### src/rtl/conv2_seq_ctrl.sv
// Sequencer for the conv-layer-2 datapath: per filter set it loads the weights, streams the
// feature rows as spaced beats, counts results, closes the pass with pool_end and tags results.
module conv2_seq_ctrl #(
    parameter int IMG_ROWS = 12,
    parameter int N_FILT   = 8,
    parameter int FM_AW    = 8,
    parameter int TIMEOUT  = 64
) (
    input  logic             clk,
    input  logic             rst_n,
    input  logic             start,
    input  logic [FM_AW-1:0] fm_base,
    output logic             busy,
    output logic             done,
    output logic             err,
    output logic             fm_rd_en,
    output logic [FM_AW-1:0] fm_addr,
    input  logic [383:0]     fm_rdata,
    output logic             wgt_rd_en,
    output logic [2:0]       wgt_addr,
    input  logic [143:0]     wgt_rdata,
    output logic             en,
    output logic             din_valid,
    output logic             pool_end,
    output logic [95:0]      data_in_0,
    output logic [95:0]      data_in_1,
    output logic [95:0]      data_in_2,
    output logic [95:0]      data_in_3,
    output logic [47:0]      Filtr_in_0,
    output logic [47:0]      Filtr_in_1,
    output logic [47:0]      Filtr_in_2,
    input  logic             dout_vald,
    input  logic [95:0]      Psum_d_out,
    output logic             out_valid,
    output logic [95:0]      out_psum,
    output logic [2:0]       out_filt,
    output logic [3:0]       out_row
);
    localparam int RW = $clog2(IMG_ROWS + 1);
    localparam int TW = $clog2(TIMEOUT + 1);
    localparam logic [RW-1:0] LAST_ROW = RW'(IMG_ROWS - 1);
    localparam logic [RW-1:0] K_FULL   = RW'(IMG_ROWS - 2);
    localparam logic [RW-1:0] K_SAT    = RW'(IMG_ROWS - 3);
    localparam logic [2:0]    LAST_F   = 3'(N_FILT - 1);
    localparam logic [TW-1:0] TO_LAST  = TW'(TIMEOUT - 1);

    typedef enum logic [2:0] {S_IDLE, S_LOAD_W, S_FEED, S_DRAIN, S_POOL, S_DONE} state_t;

    state_t           state_q, state_d;
    logic             ph_q, ph_d;
    logic [2:0]       f_q, f_d;
    logic [RW-1:0]    r_q, r_d;
    logic [RW-1:0]    k_q, k_d;
    logic [TW-1:0]    idle_q, idle_d;
    logic [FM_AW-1:0] base_q, base_d;
    logic             err_q, err_d;
    logic             load_w, load_row;

    logic [3:0][95:0] row_q;
    logic [2:0][47:0] filt_q;
    logic             din_valid_q, out_valid_q;
    logic [95:0]      out_psum_q;
    logic [2:0]       out_filt_q;
    logic [3:0]       out_row_q;

    always_comb begin
        state_d   = state_q;
        ph_d      = ph_q;
        f_d       = f_q;
        r_d       = r_q;
        k_d       = k_q;
        idle_d    = idle_q;
        base_d    = base_q;
        err_d     = err_q;
        wgt_rd_en = 1'b0;
        fm_rd_en  = 1'b0;
        pool_end  = 1'b0;
        done      = 1'b0;
        load_w    = 1'b0;
        load_row  = 1'b0;

        // Results beyond the expected count of a pass are tagged but not counted.
        if (dout_vald && k_q != K_FULL &&
            (state_q == S_LOAD_W || state_q == S_FEED || state_q == S_DRAIN)) begin
            k_d = k_q + RW'(1);
        end

        case (state_q)
            S_IDLE: begin
                if (start) begin
                    base_d  = fm_base;
                    f_d     = 3'd0;
                    r_d     = '0;
                    k_d     = '0;
                    ph_d    = 1'b0;
                    err_d   = 1'b0;
                    state_d = S_LOAD_W;
                end
            end
            S_LOAD_W: begin
                if (!ph_q) begin
                    wgt_rd_en = 1'b1;
                    ph_d      = 1'b1;
                end else begin
                    load_w  = 1'b1;
                    ph_d    = 1'b0;
                    r_d     = '0;
                    state_d = S_FEED;
                end
            end
            S_FEED: begin
                if (!ph_q) begin
                    fm_rd_en = 1'b1;
                    ph_d     = 1'b1;
                end else begin
                    load_row = 1'b1;
                    ph_d     = 1'b0;
                    if (r_q == LAST_ROW) begin
                        idle_d  = '0;
                        state_d = S_DRAIN;
                    end else begin
                        r_d = r_q + RW'(1);
                    end
                end
            end
            S_DRAIN: begin
                if (k_q == K_FULL) begin
                    state_d = S_POOL;
                end else if (dout_vald) begin
                    idle_d = '0;
                end else if (idle_q == TO_LAST) begin
                    err_d   = 1'b1;
                    state_d = S_IDLE;
                end else begin
                    idle_d = idle_q + TW'(1);
                end
            end
            S_POOL: begin
                pool_end = 1'b1;
                k_d      = '0;
                if (f_q == LAST_F) begin
                    state_d = S_DONE;
                end else begin
                    f_d     = f_q + 3'd1;
                    state_d = S_LOAD_W;
                end
            end
            S_DONE: begin
                done    = 1'b1;
                state_d = S_IDLE;
            end
            default: state_d = S_IDLE;
        endcase
    end

    always_ff @(posedge clk or negedge rst_n) begin
        if (!rst_n) begin
            state_q     <= S_IDLE;
            ph_q        <= 1'b0;
            f_q         <= 3'd0;
            r_q         <= '0;
            k_q         <= '0;
            idle_q      <= '0;
            base_q      <= '0;
            err_q       <= 1'b0;
            row_q       <= '0;
            filt_q      <= '0;
            din_valid_q <= 1'b0;
            out_valid_q <= 1'b0;
            out_psum_q  <= '0;
            out_filt_q  <= 3'd0;
            out_row_q   <= 4'd0;
        end else begin
            state_q     <= state_d;
            ph_q        <= ph_d;
            f_q         <= f_d;
            r_q         <= r_d;
            k_q         <= k_d;
            idle_q      <= idle_d;
            base_q      <= base_d;
            err_q       <= err_d;
            din_valid_q <= load_row;
            out_valid_q <= dout_vald;
            for (int i = 0; i < 3; i++) begin
                if (load_w) filt_q[i] <= wgt_rdata[i*48 +: 48];
            end
            for (int i = 0; i < 4; i++) begin
                if (load_row) row_q[i] <= fm_rdata[i*96 +: 96];
            end
            if (dout_vald) begin
                out_psum_q <= Psum_d_out;
                out_filt_q <= f_q;
                out_row_q  <= 4'((k_q >= K_FULL) ? K_SAT : k_q);
            end
        end
    end

    assign busy       = (state_q != S_IDLE);
    assign en         = busy;
    assign err        = err_q;
    assign fm_addr    = fm_rd_en ? (base_q + FM_AW'(r_q)) : '0;
    assign wgt_addr   = wgt_rd_en ? f_q : 3'd0;
    assign din_valid  = din_valid_q;
    assign data_in_0  = row_q[0];
    assign data_in_1  = row_q[1];
    assign data_in_2  = row_q[2];
    assign data_in_3  = row_q[3];
    assign Filtr_in_0 = filt_q[0];
    assign Filtr_in_1 = filt_q[1];
    assign Filtr_in_2 = filt_q[2];
    assign out_valid  = out_valid_q;
    assign out_psum   = out_psum_q;
    assign out_filt   = out_filt_q;
    assign out_row    = out_row_q;

endmodule

### config.mk
export PLATFORM = sky130hd
export DESIGN_NAME = conv2_seq_ctrl
export DESIGN_NICKNAME = d
export VERILOG_FILES = /design/src/rtl/conv2_seq_ctrl.sv
export SDC_FILE = /design/constraint.sdc
export NUM_CORES = 1
export LEC_CHECK = 0
export CELL_PAD_IN_SITES_DETAIL_PLACEMENT = 0
export CELL_PAD_IN_SITES_GLOBAL_PLACEMENT = 1
export CORE_AREA = 2 2 504 506
export CTS_CLUSTER_DIAMETER = 30
export CTS_CLUSTER_SIZE = 28
export DETAILED_ROUTE_END_ITERATION = 7
export DIE_AREA = 0 0 506 508
export HOLD_SLACK_MARGIN = 0.05
export MAX_ROUTING_LAYER = met4
export PLACE_DENSITY_LB_ADDON = 0.15
export SLEW_MARGIN = 10
export SYNTH_ARGS = -nofsm -noshare
export SYNTH_HDL_FRONTEND = slang
export SYNTH_SLANG_ARGS = --single-unit
### constraint.sdc
create_clock -name clk -period 3.18 [get_ports clk]
set_input_delay 0.477 -clock clk [delete_from_list [all_inputs] [get_ports clk]]
set_output_delay 0.477 -clock clk [all_outputs]
set_load 0.01 [all_outputs]
==> After elaboration in Yosys (flattened, before gate mapping) <==
Cells that the tools add are included.
{ "op_classes": {"add_sub_neg": 5, "magnitude_cmp": 1, "n_eq_ne": 22, "mux": 43, "reduce_logical": 19} }
{ "ops": {"columns": ["op", "n"], "rows": [
  ["2-to-1 mux 7 bit", 5],
  ["2-to-1 mux 3 bit", 11],
  ["2-to-1 mux 4 bit", 7],
  ["case mux 3 bit (5 select lines)", 1],
  ["AND reduction 5 bit", 3],
  ["!= test 2 bit (second input constant)", 7],
  ["case mux 7 bit (2 select lines)", 1],
  ["2-to-1 mux 1 bit", 12],
  ["case mux 4 bit (3 select lines)", 1],
  ["equality test 3 bit (second input constant)", 3],
  ["adder 4 x 1 -> 4 bit (second input constant)", 2],
  ["adder 8 x 4 -> 8 bit", 1],
  ["equality test 4 bit (second input constant)", 2],
  ["2-to-1 mux 8 bit", 1],
  ["case mux 4 bit (2 select lines)", 1],
  ["nonzero test 2 bit", 4],
  ["adder 7 x 1 -> 7 bit (second input constant)", 1],
  ["equality test 7 x 6 -> 1 bit (second input constant)", 1],
  ["equality test 3 x 2 -> 1 bit (second input constant)", 2],
  ["case mux 3 bit (2 select lines)", 1],
  ["AND reduction 6 bit", 1],
  ["nonzero test 3 bit", 2],
  ["greater-or-equal comparator 4 bit (second input constant)", 1],
  ["!= test 2 x 1 -> 1 bit (second input constant)", 2],
  ["other kinds (13)", 17]
]} }
{ "totals": {"register_bits": 664, "input_bits": 636, "output_inout_bits": 651, "elab_cells": 110} }

==> Longest topological paths before layout <==
{ "depth": {"word_depth": 7, "mapped_depth": 7, "ltp_nobuf": 7} }

==> Least setup slack after synthesis <==
Ideal clock, no wire load.
{ "synth_path": {"path_type": "reg2out", "start": "register r_q[0]", "end": "output fm_addr[6]", "arrival_ps": 1710, "t_required_ps": 2703, "path_slack_ps": 993, "path_stages_with_launch": 7, "n_path_buf": 0, "path_cell_list": "dfrtp_1 -> ha_1 -> fa_1 -> a21o_1 -> a21oi_1 -> o21ai_0 -> a21oi_1"} }
{ "synth_via": {"elab_chain_cells": 2} }
{ "synth_lines": {"columns": ["element", "line", "source"], "rows": [
  ["from (decl)", "52", "logic [RW-1:0] r_q, r_d;"],
  ["from (signal assigned)", "177", "r_q <= r_d;"],
  ["adder 8 x 4 -> 8 bit", "201", "assign fm_addr = fm_rd_en ? (base_q + FM_AW'(r_q)) : '0;"],
  ["2-to-1 mux 8 bit", "201", null],
  ["to (decl)", "17", "output logic [FM_AW-1:0] fm_addr,"]
]} }
No other way between the ends.

==> Worst setup path after layout <==
{ "layout_path": {"start": "register r_q[1]", "end": "output fm_addr[7]"} }
Same word-level chain as after synthesis.

==> run_results.csv <==
group,metric,value,unit
status,status,"finished clean",
global_routing,first_global_vias,22888,
cells_and_area,final_cell_mix,"clkdlybuf4s50_1 (1274), dfrtp_1 (663), mux2_2 (338)",
synth,synth_cell_types,53,
floorplan,fp.coreArea,252300,um^2
synth,synth.area.top_cells,"dfrtp_1 (62%), mux2_4 (17%), mux2_2 (14%)",
timing,period_minus_slack,3.056,ns
floorplan,pin_count,1287,
worst_setup_path,crit_chain,"ha_1 -> a21o_1 -> a21o_1 -> a21oi_2 -> or3_4 -> a21oi_4 -> buf_6 -> buf_6",
synth,yosysTopAreaCell,"dfrtp_1",
route,routed_wl,154400,um
timing,whs,0.2058,ns
clock_network,insertion_delay,0.78,ns
synth,netlist_area,26930,um^2
global_routing,grt_max_degree,91,
clock_network,tritoncts,"yes",
timing,finClkSkew,0.04769,ns
placed_design,dp_cells,6171,
worst_setup_path,required,2.70,ns
cells_and_area,drive_above_1_share,34.67,%
worst_hold_path,hold_class,"in -> async",
clock_network,clk_pin_slew,0.04,ns
run,drv_cap,0,
cells_and_area,areaGrowthSynthToFinish,96.73,%
timing,finalHoldViolations,0,
worst_setup_path,cpMaxStageDelayCell,"dfrtp_2",
placed_design,port_buffers,1286,
placed_design,finalWeightedCongestion,0.7735,
timing,drv_slew,0,
worst_setup_path,cp_data_arrival_time,2.58,ns
cells_and_area,final_cells,6696,
synth,synth_edf_count,0,
global_routing,overflow,0,
worst_setup_path,cp_max_fo,3,
clock_network,clkSinkCount,664,
synth,yosysSeqAreaShare,61.70,%
worst_setup_path,critPathKind,"reg -> out",
route,ant_nets,0,
timing,max_slew_margin,51.47,%
cells_and_area,finalNetCount,3748,
floorplan,die_x,506,um
floorplan,dieArea,257000,um^2
synth,synth_cells,1534,
pwr,leakage,21.88,nW
global_routing,grt_pass1_wl,205900,um
pwr,peakVddDrop,0.3706,mV
global_routing,antenna_found_initial,84,
pwr,powerDensity,1169,nW/um^2
synth,synthArstFlopShare,100.0,%
synth,synth_warnings,0,
synth,ys_ff_latch,664,
cells_and_area,fin_util,21.00,%
worst_setup_path,crit_path_start_kind,"flip-flop",
route,drc,0,
cells_and_area,num-fill-cells,27036,
timing,period_share,96.10,%
cells_and_area,layout_commonest_cell,"clkdlybuf4s50_1",
clock_network,htreeDepth,5,
cells_and_area,multi_input_area,9408,um^2
placed_design,dpl.hpwl,121600,um
cells_and_area,seq_area,16620,um^2
route,wl_per_cell,23.05,um
timing,rsz0062_at_grt,"yes",
floorplan,start_util,10.67,%
clock_network,numCtsBuffers,282,
route,first_pass_iters,4,
floorplan,rows,185,
worst_setup_path,end_kind,"output pin",
worst_setup_path,slowest_delay,0.41,ns
clock_network,clockBufferDepth,4,
synth,synth_top_area_share,61.70,%
timing,setup_violations,0,
synth,avgSynthCellArea,17.56,um^2
route,vias,20351,
global_routing,grtUsageTotal,11.98,%
timing,max_freq,327.2,MHz
timing,worst-slew-pin-transition,0.7280,ns
synth,synthFlopType,"dfrtp_1",
floorplan,die_height,508,um
synth,synth_nets,2181,
clock_network,ctsRootBufferMaster,"clkbuf_16",
route,vias_per_cell,3.039,
timing,finalSetupTns,0,ns
route,initialDrtViolationCount,620,
-- cell usage after synthesis, drive strengths merged (2+ instances only) --
library cell	number
nand2b	3
nand3	5
dfrtp	664
o31ai	4
xnor2	4
a22o	4
nor2b	3
and2	8
nor2	18
nor3b	2
nand3b	6
nand4	3
a21oi	12
ha	10
buf	67
clkbuf	11
nor3	2
a211oi	2
a31oi	2
inv	7
xor2	4
o21ai	13
or3	3
nand2	12
mux2	638
a21o	4
and3b	3
o211ai	2
-- layout make-up --
type | instances | area share (%)
timing repair buffer | 1361 | 25.79
multi-input combinational | 785 | 17.76
clock inverter | 27 | 0.5219
tap | 3366 | 7.950
sequential | 664 | 31.37
inverter | 7 | 0.05668
clock buffer | 453 | 16.40
antenna | 33 | 0.1559
-- per-layer routing --
| layer | GRT usage, % | part of all wire, % | vias up |
|---|---|---|---|
| li1 | - | - | 8805 |
| met1 | 12.73 | 38 | 9983 |
| met2 | 19.31 | 47 | 1187 |
| met3 | 6.019 | 11 | 376 |
| met4 | 3.864 | 3.2 | 0 |
| met5 | - | 0 | - |
-- per-stage QoR --
step	power (mW)	cell area, um^2	worst slack (ns)
after CTS	63.45	52860	-0.02663
after global routing	65.16	52970	-0.06075
final	61.91	52980	0.1241
after floorplan	24.80	26930	0.9934
after global placement	37.17	43740	-0.003525
after detailed placement	37.09	43740	0.09155
-- critical path: cells and delay by family, from the launching register on --
kind	cells	cell delay (ns)
AOI/OAI and AO/OA	4	0.54
adders and majority gates	1	0.28
and+or+nand+nor	1	0.34
DFF	1	0.41
buffers and inverters	2	0.24
-- report_power, final --
part / total (mW) / switching [mW] / internal [mW]
logic: 22.0 / 9.10 / 12.9
registers: 14.6 / 2.30 / 12.3
clock network: 25.3 / 7.05 / 18.2
-- sequential cells by signal, indices dropped and copies added (netlist names) --
signal,flops
idle_q,7
ph_q,1
out_filt,3
Filtr_in_1,48
r_q,4
out_psum,96
Filtr_in_0,48
out_valid,1
din_valid,1
base_q,8
f_q,3
state_q,3
out_row,4
data_in_2,96
err,1
Filtr_in_2,48
data_in_1,96
k_q,4
data_in_0,96
data_in_3,96
-- path summary, 6_finish.rpt --
path,start,cells after the start,endpoint,slack (ns)
hold / removal,rst_n,2,data_in_3[26]$_DFFE_PN0P_,0.21
setup reg to reg,state_q[0]$_DFFE_PN0P_,6,data_in_1[68]$_DFFE_PN0P_,0.86
setup / recovery,r_q[1]$_DFFE_PN0P_,8,fm_addr[7],0.12
hold reg to reg,data_in_0[7]$_DFFE_PN0P_,1,data_in_0[7]$_DFFE_PN0P_,0.50
max in group asynchronous,rst_n,3,data_in_3[58]$_DFFE_PN0P_,1.85
min in group clk,fm_rdata[311],2,data_in_3[23]$_DFFE_PN0P_,0.28
-- logic make-up after synthesis --
family / after synthesis / share of synthesized area, %
compound gates: 52 / 1.254
xor+xnor: 8 / 0.2602
fa+ha+maj: 11 / 0.5390
buf+inv: 85 / 3.717
flops: 664 / 61.70
mux: 639 / 30.90
simple gates: 75 / 1.631
-- repair_timing --
| item | in CTS | in global routing |
|---|---|---|
| endpoints found under the hold margin | 22 | 0 |
| buffers inserted | 8 | 2 |
| pin swaps | 10 | 10 |
| gates resized for setup | 45 | 5 |
| setup endpoints to repair | 14 | 5 |
| hold buffers | 2 | 0 |
Power figures use the tool's default switching activity.
